==> src/rtl/kgp_alu.sv <==
// KGP-RISC execute-stage ALU: add, negate, and/xor, constant/variable shifts.
// The combinational result is registered, so outputs follow operands by one clock.
module kgp_alu (
   input  logic        clk,
   input  logic        rst_n,
   input  logic [31:0] input1,
   input  logic [31:0] input2,
   input  logic [4:0]  shamt,
   input  logic [3:0]  control,
   output logic [31:0] out,
   output logic        flag
);

   // No handshake: every rising edge out of reset captures a new result; there is no valid/ready pair.
   logic [4:0]         sa;
   logic [32:0]        sum;
   logic [32:0]        neg;
   logic signed [31:0] sra;
   logic [31:0]        res;
   logic               res_flag;

   always_comb begin
      sa  = control[3] ? input2[4:0] : shamt;
      sum = {1'b0, input1} + {1'b0, input2};
      // The carry out of ~b + 1 is set only for b = 0.
      neg = {1'b0, ~input2} + 33'd1;
      sra = $signed(input1) >>> sa;

      res      = 32'd0;
      res_flag = 1'b0;
      case (control)
         4'b0000: {res_flag, res} = sum;
         4'b0001: {res_flag, res} = neg;
         4'b0010: res = input1 & input2;
         4'b0011: res = input1 ^ input2;
         4'b0100,
         4'b1100: res = input1 << sa;
         4'b0101,
         4'b1101: res = input1 >> sa;
         4'b0110,
         4'b1110: res = sra;
         default: begin
            res      = 32'd0;
            res_flag = 1'b0;
         end
      endcase
   end

   always_ff @(posedge clk or negedge rst_n) begin
      if (!rst_n) begin
         out  <= 32'd0;
         flag <= 1'b0;
      end else begin
         out  <= res;
         flag <= res_flag;
      end
   end

endmodule

==> config.mk <==
export PLATFORM = sky130hd
export DESIGN_NAME = kgp_alu
export DESIGN_NICKNAME = d
export VERILOG_FILES = /design/src/rtl/kgp_alu.sv
export SDC_FILE = /design/constraint.sdc
export NUM_CORES = 1
export LEC_CHECK = 0
export CAP_MARGIN = 20
export CORE_AREA = 2 2 128 130
export DETAILED_ROUTE_END_ITERATION = 8
export DIE_AREA = 0 0 130 132
export PLACE_DENSITY = 0.89
export SLEW_MARGIN = 20
export SYNTH_ARGS = -nofsm -noshare
export SYNTH_HDL_FRONTEND = slang
export SYNTH_SLANG_ARGS = --single-unit
==> constraint.sdc <==
create_clock -name clk -period 0.8 [get_ports clk]
set_input_delay 0.08 -clock clk [delete_from_list [all_inputs] [get_ports clk]]
set_output_delay 0.08 -clock clk [all_outputs]
set_load 0.02 [all_outputs]
==> impl_metrics.yaml, run 1 <==
yosys:
  synthCells: 1088
  avgSynthCellArea_um2: 7.39
  synth-main-ff-cell: "dfrtp_1"
  synth_warnings: 0
  synth_area_um2: 8040
  ys_ff_latch: 33
  syn_nets: 1197
  yosysSeqAreaShare: 0.103
  synth_edf_count: 0
  synthArstFlopShare: 1.00
  netlist.area_leader.share: 0.169
  synth.distinct_cells: 80
  yosysTopAreaCell: "mux2i_1"
  synth_area_leaders: "mux2i_1, dfrtp_1, nand2_1"
outcome:
  lastStage: "5_1_grt"
  error_line: "[ERROR GRT-0116] Global routing finished with congestion. Check the congestion regions in the DRC Viewer."
  status: "stopped before the end"
global_routing:
  grt_pass1_vias: 18254
  grt_pass1_wl_um: 122000
  track_usage: 0.927
  grt_max_degree: 34
  grt-ovfl-total: 517
cts:
  root_buffer: "clkbuf_16"
  h-tree-depth: 2
  cts_buffer_depth: 2
  numClockSinks: 33
  cts_buffers: 5
placed_design:
  place_congestion: 1.29
  dp_hpwl_um: 35500
  postPlaceCellArea_um2: 12200
  port_buffers: 107
  dp.cells: 1724
die:
  rows: 46
  die_h_um: 132
  initial_core_util: 0.512
  die_w_um: 130
  io_pins: 108
## cells in the mapped netlist, types with 11 or more instances
| cell | instances |
|---|---|
| mux2i_1 | 136 |
| nand2_1 | 134 |
| nor2_1 | 98 |
| a21oi_1 | 87 |
| o21ai_0 | 69 |
| clkbuf_1 | 42 |
| dfrtp_1 | 33 |
| ha_1 | 33 |
| nand3_1 | 29 |
| xnor2_1 | 24 |
| nor3_1 | 23 |
| o211ai_1 | 22 |
| buf_2 | 21 |
| o22ai_1 | 20 |
| xor2_1 | 20 |
| a211oi_1 | 17 |
| and3_1 | 15 |
| inv_1 | 14 |
| mux4_2 | 14 |
| a22oi_1 | 12 |
| mux2_2 | 12 |
| a31oi_1 | 11 |
| buf_4 | 11 |
## metrics by stage
step	hold WS (ns)	worst slack, ns
detailed placement	0.471	-2.30
global placement	0.474	-2.18
CTS	0.151	-1.43
floorplan	-0.216	-1.38
## layer usage
layer  overflow  GRT usage
met1         24      0.904
met5          4      0.618
met3         26      0.840
met4        154      0.938
met2        309       1.04
## what timing repair did
action,CTS
gates resized for setup,726
gates cloned,3
pin swaps,132
hold buffers,0
endpoints found under the setup margin,66
buffers inserted,84
## cell families after synthesis
group,after synthesis,synth area share
compound gates,339,0.276
xor+xnor,44,0.0479
flops,33,0.103
fa+ha+maj,34,0.0538
buf+inv,98,0.0601
simple gates,375,0.227
mux,165,0.233
==> run 2: changes to the inputs <==
--- a/config.mk
+++ b/config.mk
@@ -6,10 +6,10 @@
 export NUM_CORES = 1
 export LEC_CHECK = 0
 export CAP_MARGIN = 20
-export CORE_AREA = 2 2 128 130
+export CORE_AREA = 2 2 145 147
 export DETAILED_ROUTE_END_ITERATION = 8
-export DIE_AREA = 0 0 130 132
-export PLACE_DENSITY = 0.89
+export DIE_AREA = 0 0 147 149
+export PLACE_DENSITY_LB_ADDON = 0.15
 export SLEW_MARGIN = 20
 export SYNTH_ARGS = -nofsm -noshare
 export SYNTH_HDL_FRONTEND = slang
==> constraint.sdc (replaced) <==
create_clock -name clk -period 1.05 [get_ports clk]
set_input_delay 0.105 -clock clk [delete_from_list [all_inputs] [get_ports clk]]
set_output_delay 0.105 -clock clk [all_outputs]
set_load 0.02 [all_outputs]
==> run 2 against run 1 <==
The flow now finishes, with violations (setup timing). Synthesized cell count unchanged. Area after synthesis is the same.
==> impl_metrics.yaml, run 2 <==
yosys:
  synth-main-ff-cell: "dfrtp_1"
  synth-compound-area-share: 0.276
  synth-xor-area-share: 0.0479
  netlist.area_leader.share: 0.169
  synth.distinct_cells: 80
  yosys.area_share.adder: 0.0538
  ys_ff_latch: 33
  yosysTopAreaCell: "mux2i_1"
  synthSimpleGateAreaFrac: 0.227
  synth_area_um2: 8040
  muxShareOfSynthArea: 0.233
  synthCells: 1088
  synth_warnings: 0
  synthArstFlopShare: 1.00
  synth_area_leaders: "mux2i_1, dfrtp_1, nand2_1"
  yosysMostFrequentCell: "mux2i_1"
  avgSynthCellArea_um2: 7.39
  syn_nets: 1197
  synth_edf_count: 0
  yosysSeqAreaShare: 0.103
  yosys-top-cells-count: "mux2i_1, nand2_1, nor2_1"
  synth_top_family_by_area: "compound AO/OA/AOI/OAI gates"
route:
  drc: 0
  routedWlPerCell_um: 26.7
  dr_total_vias: 12659
  drt_iter0_drc: 1571
  vias_per_cell: 6.56
  drt-total-wl_um: 51500
  first_pass_iters: 8
  ant_nets: 0
cts:
  cts_tree: "built"
  root_buffer: "clkbuf_16"
  cts_buffer_depth: 2
  h-tree-depth: 2
  cts_buffers: 5
  numClockSinks: 33
  cts.clk_slew.worst_paths_ns: 0.07
  hold_buffers: 0
global_routing:
  grt_pass1_wl_um: 69100
  grt-ovfl-total: 0
  grt_max_degree: 36
  antenna_found_initial: 2
  grt_pass1_vias: 11332
  track_usage: 0.416
timing:
  setup_violations: 35
  timing.fmax_mhz: 403
  fin_crit_ns: 2.48
  fin_ws_ns: -1.43
  slew-limit-headroom: 0.573
  tightest_slew_ns: 0.634
  post-route-period-util: 2.36
  finalHoldWorstSlack_ns: 0.203
  rsz0062_at_grt: "true"
  tns_ns: -35.05
  final_hold_viol_count: 0
  slew_viol_final: 0
pwr:
  p_per_area_nw_per_um2: 864
  p_leak_nw: 6.83
  peakVddDrop_uv: 610
layout:
  final_cells: 1930
  mostFrequentLayoutCells: "buf_4, nand2_1, nor2_1"
  largest_reg_flops: 32
  fill_cells: 1337
  area_growth_pct: 100
  reg_top3: "out x32, flag x1"
  drive_gt1_frac: 0.596
  multi_input_area_um2: 9160
  final_common_cell: "buf_4"
  largest-register: "out"
  fin_nets: 1760
  seq_area_um2: 826
die:
  rows: 53
  die_w_um: 147
  die-area_um2: 21900
  die_h_um: 149
  core_area_um2: 20600
  io_pins: 108
  initial_core_util: 0.391
critical_path:
  crit_fanout: 5
  startpoint_type: "input pin"
  cp.required_ns: 1.23
  critical_path_class: "in2reg"
  arrival_ns: 2.66
  critPathLaunch: "shamt[1]"
  critPathCaptureType: "flip-flop"
placed_design:
  place_congestion: 1.12
  dp.cells: 1815
  dp_slack_ns: -2.11
  dp_hpwl_um: 36300
  port_buffers: 107
job:
  max_cap_viol_count: 0
outcome:
  violations: "setup timing"
  status: "finished with violations"
hold_path:
  min_path_type: "in2async"
-- run 2: cell families after synthesis --
| family | count (synthesis) |
|---|---|
| buffers and inverters | 98 |
| AO/OA/AOI/OAI | 339 |
| multiplexers | 165 |
| XOR/XNOR | 44 |
| AND/OR/NAND/NOR | 375 |
| flip-flops | 33 |
| adder cells (fa/ha/maj) | 34 |
-- run 2: routing by layer --
layer  GRT usage  vias up  wire [um]
met1       0.551     5893      18600
met5           0        -         22
met3       0.110      337       7130
met4       0.181        2       3640
li1            -     5288          -
met2       0.642     1139      22100
-- run 2: what timing repair did --
action | CTS | global route
cloned | 2 | 4
pin swaps | 139 | 136
buffers inserted | 66 | 54
endpoints found under the setup margin | 66 | 50
hold endpoints to repair | 0 | 0
resized for setup | 538 | 284
-- run 2: final timing paths --
path | endpoint | depth (start not counted)
max | out[28] | 12
min | out[1] | 2
max in group asynchronous | out[31] | 2
min in group clk | out[27] | 5
-- run 2: cell type report --
cell class / count / share of cell area
inverters: 14 / 0.00342
clock inverters: 1 / 0.00187
multi-input cells: 957 / 0.570
well taps: 275 / 0.0214
flip-flops and latches: 33 / 0.0514
repair buffers: 640 / 0.343
clock buffers: 7 / 0.00887
diodes: 3 / 0.000467
-- run 2: through the flow --
stage	power (mW)	cell area, um^2	util
finish	13.9	16100	0.782
global route	14.3	16100	0.782
CTS	12.1	14600	0.711
detailed placement	9.02	12500	0.610
global placement	8.99	12500	0.610
floorplan	5.11	8290	-
-- run 2: power breakdown --
part	switching [mW]	internal, mW	leakage [nW]
registers	0.0803	1.44	0.424
logic	5.50	5.02	6.33
clock network	0.666	1.19	0.0841
total	6.25	7.65	6.83
-- run 2: worst max-delay path, cell delays in order --
cell and delay (ns):
clkdlybuf4s15_1 0.23, mux2_4 0.36, buf_12 0.17, clkbuf_16 0.16, mux2i_2 0.26, mux2i_2 0.14
mux2i_2 0.44, nand2_1 0.13, nand3_1 0.12, a21oi_1 0.08, buf_4 0.14, or3_1 0.33
(Power assumes the default switching activity.)
